===== config.mk =====
export PLATFORM = sky130hd
export DESIGN_NAME = data_array_arbiter
export DESIGN_NICKNAME = d
export VERILOG_FILES = /design/src/rtl/data_array_arbiter.sv
export SDC_FILE = /design/constraint.sdc
export NUM_CORES = 1
export LEC_CHECK = 0
export BUFFER_PORTS_ARGS = -buffer_cell sky130_fd_sc_hd__buf_2
export CAP_MARGIN = 0
export CELL_PAD_IN_SITES_DETAIL_PLACEMENT = 0
export CELL_PAD_IN_SITES_GLOBAL_PLACEMENT = 1
export CORE_MARGIN = 8
export CORE_UTILIZATION = 29
export DETAILED_ROUTE_END_ITERATION = 10
export GPL_ROUTABILITY_DRIVEN = 0
export HOLD_SLACK_MARGIN = 0.02
export PLACE_DENSITY = 0.86
export SYNTH_ARGS = -nofsm -noshare
export SYNTH_HDL_FRONTEND = slang
export SYNTH_SLANG_ARGS = --single-unit

===== constraint.sdc =====
create_clock -name clock -period 2.7 [get_ports clock]
set_input_delay 0.135 -clock clock [delete_from_list [all_inputs] [get_ports clock]]
set_output_delay 0.135 -clock clock [all_outputs]
set_load 0.01 [all_outputs]

===== src/rtl/data_array_arbiter.sv =====
// +----------------------------------------------------------------------------+
// | data_array_arbiter                                                         |
// | N-channel data-array request arbiter with a registered valid/ready output. |
// | Build option: DATA_ARB_RR_EN selects round-robin instead of fixed priority.|
// | Revision: 1.0 - initial release                                            |
// +----------------------------------------------------------------------------+
`default_nettype none

module data_array_arbiter #(
  parameter int N_IN   = 4,
  parameter int ADDR_W = 12,
  parameter int DATA_W = 32,
  parameter int MASK_W = 4,
  parameter int WAYS   = 4,
  parameter logic [N_IN-1:0] WRITE_CH    = 4'b0011,
  parameter logic [N_IN-1:0] FULLMASK_CH = 4'b0010
) (
  input  logic                     clock,
  input  logic                     reset,
  input  logic [N_IN-1:0]          io_in_valid,
  output logic [N_IN-1:0]          io_in_ready,
  input  logic [N_IN*ADDR_W-1:0]   io_in_bits_addr,
  input  logic [N_IN-1:0]          io_in_bits_write,
  input  logic [N_IN*DATA_W-1:0]   io_in_bits_wdata,
  input  logic [N_IN*MASK_W-1:0]   io_in_bits_eccMask,
  input  logic [N_IN*WAYS-1:0]     io_in_bits_way_en,
  input  logic                     io_out_ready,
  output logic                     io_out_valid,
  output logic [ADDR_W-1:0]        io_out_bits_addr,
  output logic                     io_out_bits_write,
  output logic [DATA_W-1:0]        io_out_bits_wdata,
  output logic [MASK_W-1:0]        io_out_bits_eccMask,
  output logic [WAYS-1:0]          io_out_bits_way_en
);

  localparam int GNT_W = (N_IN > 1) ? $clog2(N_IN) : 1;

  logic              w_stage_free;
  logic              w_any_valid;
  logic              w_accept;
  logic [GNT_W-1:0]  w_grant;

  logic [ADDR_W-1:0] w_sel_addr;
  logic              w_sel_write;
  logic [DATA_W-1:0] w_sel_wdata;
  logic [MASK_W-1:0] w_sel_mask;
  logic [WAYS-1:0]   w_sel_way;

  logic              w_nxt_write;
  logic [MASK_W-1:0] w_nxt_mask;
  logic [WAYS-1:0]   w_nxt_way;

  logic              r_out_valid;
  logic [ADDR_W-1:0] r_addr;
  logic              r_write;
  logic [DATA_W-1:0] r_wdata;
  logic [MASK_W-1:0] r_mask;
  logic [WAYS-1:0]   r_way;

  assign w_stage_free = !r_out_valid || io_out_ready;
  assign w_any_valid  = |io_in_valid;
  assign w_accept     = w_stage_free && w_any_valid;

`ifdef DATA_ARB_RR_EN
  logic [GNT_W-1:0] r_ptr;

  // Channel index at priority rank 'off' when rank 0 is 'base', modulo N_IN.
  function automatic logic [GNT_W-1:0] f_wrap_add(input logic [GNT_W-1:0] base,
                                                  input int off);
    int s;
    s = int'(base) + off;
    if (s >= N_IN) s = s - N_IN;
    return GNT_W'(s);
  endfunction

  // Scan from lowest rank to highest so the top-ranked valid channel wins last.
  always_comb begin
    w_grant = '0;
    for (int k = N_IN - 1; k >= 0; k--) begin
      if (io_in_valid[f_wrap_add(r_ptr, k)]) w_grant = f_wrap_add(r_ptr, k);
    end
  end

  always_ff @(posedge clock or posedge reset) begin
    if (reset) begin
      r_ptr <= '0;
    end else if (w_accept) begin
      r_ptr <= f_wrap_add(w_grant, 1);
    end
  end
`else
  always_comb begin
    w_grant = '0;
    for (int k = N_IN - 1; k >= 0; k--) begin
      if (io_in_valid[k]) w_grant = GNT_W'(k);
    end
  end
`endif

  // Ready is gated by the channel's own valid only; never by its payload.
  generate
    for (genvar i = 0; i < N_IN; i++) begin : g_ready
      assign io_in_ready[i] = w_stage_free && io_in_valid[i] &&
                              (w_grant == GNT_W'(i));
    end
  endgenerate

  always_comb begin
    w_sel_addr  = '0;
    w_sel_write = 1'b0;
    w_sel_wdata = '0;
    w_sel_mask  = '0;
    w_sel_way   = '0;
    for (int i = 0; i < N_IN; i++) begin
      if (w_grant == GNT_W'(i)) begin
        w_sel_addr  = io_in_bits_addr[i*ADDR_W +: ADDR_W];
        w_sel_write = io_in_bits_write[i];
        w_sel_wdata = io_in_bits_wdata[i*DATA_W +: DATA_W];
        w_sel_mask  = io_in_bits_eccMask[i*MASK_W +: MASK_W];
        w_sel_way   = io_in_bits_way_en[i*WAYS +: WAYS];
      end
    end
  end

  // Read-only channels cannot write and always enable every way.
  always_comb begin
    w_nxt_write = WRITE_CH[w_grant] ? w_sel_write : 1'b0;
    w_nxt_way   = WRITE_CH[w_grant] ? w_sel_way   : {WAYS{1'b1}};
    w_nxt_mask  = FULLMASK_CH[w_grant] ? {MASK_W{1'b1}} : w_sel_mask;
  end

  always_ff @(posedge clock or posedge reset) begin
    if (reset) begin
      r_out_valid <= 1'b0;
      r_addr      <= '0;
      r_write     <= 1'b0;
      r_wdata     <= '0;
      r_mask      <= '0;
      r_way       <= '0;
    end else if (w_stage_free) begin
      r_out_valid <= w_any_valid;
      if (w_any_valid) begin
        r_addr  <= w_sel_addr;
        r_write <= w_nxt_write;
        r_wdata <= w_sel_wdata;
        r_mask  <= w_nxt_mask;
        r_way   <= w_nxt_way;
      end
    end
  end

  assign io_out_valid        = r_out_valid;
  assign io_out_bits_addr    = r_addr;
  assign io_out_bits_write   = r_write;
  assign io_out_bits_wdata   = r_wdata;
  assign io_out_bits_eccMask = r_mask;
  assign io_out_bits_way_en  = r_way;

endmodule

`default_nettype wire


==> flow_summary.yaml <==
outcome:
  outcome: "finished clean"
setup_path:
  arrival_ps: 1560
  r2r-end: "io_out_bits_wdata[20]$_DFFE_PP0P_"
  cp.required_ps: 2570
  crit_path_end_kind: "primary output"
  rr_startpoint: "io_out_valid$_DFFE_PP0N_"
  critical_path_class: "in2out"
  reg2reg_slack_ps: 1160
  cp_max_fo: 50
  critPathLaunchType: "input pin"
  rr_worst_depth: 6
drt:
  detail_route.iter0.violations: 312
  routed_via_density: 5.12
  drc: 0
  antenna_left: 0
  num_vias: 4530
  routedWlPerCell_um: 17.7
  totalWireLength_um: 15700
  first_pass_iters: 6
floorplanning:
  fp.dieW_um: 128
  die_h_um: 128
  die_area_mm2: 0.0164
  start_util: 0.293
  io_pins: 277
  core_mm2: 0.0125
  row_count: 41
global_routing:
  antenna_found_initial: 0
  grt_usage: 0.186
  overflow: 0
  grt_pass1_vias: 4884
  grt_max_degree: 57
  grt_pass1_wl_um: 24500
clock_network:
  path_clk_slew_ps: 70
  cts_resized: 0
  post_cts_buffers: 0
  clkSinkCount: 54
  cts_root_buffer: "clkbuf_16"
  cts_buffers: 5
  h-tree-depth: 2
  cts_buffer_depth: 2
  cts_tree: "done"
  holdBufCountCts: 0
  clock_latency_ps: 290
logic_synthesis:
  synth_area_mm2: 0.00365
  synth-main-ff-cell: "dfrtp_1"
  postSynthNetCount: 698
  synth.avg_cell_area_um2: 7.62
  yosys_warnings: 0
  async_flop_share: 1.00
  synth.distinct_cells: 34
  synth_edf_count: 0
  yosys_register_bits: 54
  synthCells: 479
  seq_area_frac_synth: 0.370
sta:
  slew_violations: 0
  finalClockSkew_ps: 2.80
  setup_viol: 0
  hold_violations: 0
  period_share: 0.629
  maxSlewHeadroom: 0.362
  fin_crit_ps: 1700
  final.setup.tns_ps: 0
  rsz0062_at_grt: "no"
  fmax_mhz: 589
  tightest_slew_ps: 956
pwr:
  leakage_nw: 2.51
  p_total_mw: 2.37
  pwr_density_cell_mw_per_mm2: 458
  ir_worst_vdd_v: 0.000235
place:
  port_buffers: 262
  dp_hpwl_um: 12000
cells_and_area:
  diodes: 0
  areaGrowthSynthToFinish_pct: 41.9
  multi_input_area_mm2: 0.00203
  seqCellArea_mm2: 0.00135
  nets: 930
  layout-drive-gt1-share: 0.409
  n_fill_cell: 1312
min_path:
  holdCritPathClass: "in2async"
flow_run:
  maxCapViolations: 0
==> final cells by class <==
| type | instances | share of cell area |
|---|---|---|
| clock inverters | 1 | 0.000965 |
| well taps | 172 | 0.0415 |
| repair buffers | 275 | 0.274 |
| inverters | 6 | 0.00434 |
| flip-flops and latches | 54 | 0.261 |
| clock buffers | 7 | 0.0275 |
| multi-input cells | 369 | 0.391 |
==> critical path, cell delays in order <==
cell and delay, ps:
buf_2 250, inv_2 740, and3_1 280, buf_2 140
==> routing by layer <==
| metal | share of wire | global-route usage | vias to the layer above |
|---|---|---|---|
| met5 | 0 | 0 | - |
| met1 | 0.39 | 0.201 | 2104 |
| met4 | 0.018 | 0.0657 | 0 |
| li1 | - | - | 2174 |
| met3 | 0.094 | 0.0553 | 18 |
| met2 | 0.50 | 0.335 | 234 |
==> per-stage QoR <==
| stage | instances | area [µm²] | setup WS [ps] | hold WS [ps] | util |
|---|---|---|---|---|---|
| final | 884 | 5180 | 1000 | 65.0 | 0.416 |
| after global routing | 884 | 5180 | 898 | 104 | 0.416 |
| after floorplan | 479 | 3650 | 1250 | 244 | - |
| after detailed placement | 876 | 5040 | 773 | 392 | 0.404 |
| after CTS | 884 | 5180 | 1010 | 82.9 | 0.416 |
| after global placement | 876 | 5040 | 831 | 385 | 0.404 |
==> flip-flops by register name (all words and copies together) (netlist names) <==
| signal | cells |
|---|---|
| io_out_bits_eccMask | 4 |
| io_out_valid | 1 |
| io_out_bits_write | 1 |
| io_out_bits_way_en | 4 |
| io_out_bits_addr | 12 |
| io_out_bits_wdata | 32 |
==> how the worst max path moves through the flow <==
stage / start / slack [ps] / cells after the start / endpoint
2_1_floorplan: reset / 1250 / 1 / io_out_bits_addr[0]$_DFFE_PP0P_
4_1_cts: io_in_valid[1] / 1010 / 4 / io_in_ready[2]
5_1_grt: io_in_valid[1] / 900 / 4 / io_in_ready[2]
6_report: io_in_valid[1] / 1000 / 4 / io_in_ready[2]
3_3_place_gp: io_in_valid[1] / 830 / 5 / io_out_bits_wdata[18]$_DFFE_PP0P_
3_5_place_dp: io_in_valid[1] / 770 / 6 / io_out_bits_addr[7]$_DFFE_PP0P_
==> cells in the mapped netlist (2+ instances only) <==
| library cell | instances | area (µm²) |
|---|---|---|
| nor2b_1 | 45 | 282 |
| buf_2 | 20 | 100 |
| dfrtp_1 | 54 | 1350 |
| nand2b_1 | 4 | 25.0 |
| o21ai_1 | 42 | 210 |
| o22ai_1 | 2 | 12.5 |
| inv_1 | 5 | 18.8 |
| a221oi_1 | 2 | 17.5 |
| clkbuf_1 | 23 | 86.3 |
| a21oi_1 | 50 | 250 |
| o31a_1 | 3 | 26.3 |
| nand2_1 | 97 | 364 |
| a311oi_1 | 44 | 385 |
| o21ai_0 | 53 | 265 |
| nor2_1 | 8 | 30.0 |
| o22a_1 | 3 | 26.3 |
| buf_6 | 6 | 67.6 |
| and3_1 | 2 | 12.5 |
==> logic make-up (layout without fill, tap and decap cells) <==
| family | count (synthesis) | in the layout | synth area share |
|---|---|---|---|
| AOI/OAI and AO/OA | 204 | 204 | 0.338 |
| and+or+nand+nor | 165 | 165 | 0.214 |
| buffers and inverters | 56 | 289 | 0.0778 |
| DFF | 54 | 54 | 0.370 |
==> cells in the final DEF (no fill, tap or decap) <==
master | synthesis | layout
a211oi_1 | 1 | 1
a21o_2 | 0 | 1
a21oi_1 | 50 | 50
a21oi_4 | 0 | 1
a221oi_1 | 2 | 2
a22oi_1 | 1 | 1
a311oi_1 | 44 | 44
and2_1 | 1 | 1
and3_1 | 2 | 2
buf_12 | 0 | 1
buf_2 | 20 | 262
buf_4 | 1 | 12
clkbuf_1 | 23 | 1
clkbuf_16 | 0 | 5
clkbuf_8 | 0 | 1
clkinv_2 | 0 | 1
dfrtp_1 | 54 | 54
inv_1 | 5 | 4
inv_2 | 1 | 2
nand2_1 | 97 | 97
nand2b_1 | 4 | 4
nand2b_4 | 1 | 1
nand3_1 | 1 | 1
nand3_2 | 1 | 1
nand3b_1 | 1 | 1
nor2_1 | 8 | 8
nor2_2 | 1 | 1
nor2b_1 | 45 | 45
nor3_1 | 1 | 1
nor3_2 | 1 | 1
o21ai_0 | 53 | 53
o21ai_1 | 42 | 42
o221ai_1 | 1 | 1
o22a_1 | 3 | 3
o22ai_1 | 2 | 2
o31a_1 | 3 | 3
or2_2 | 0 | 1
==> power by group <==
| part | switching [mW] | leakage (nW) | total (mW) | internal, mW |
|---|---|---|---|---|
| clock network | 0.286 | 0.0739 | 0.654 | 0.369 |
| logic | 0.417 | 1.78 | 0.743 | 0.326 |
| registers | 0.0594 | 0.653 | 0.976 | 0.917 |
| total | 0.762 | 2.51 | 2.37 | 1.61 |
(Power assumes the default switching activity.)
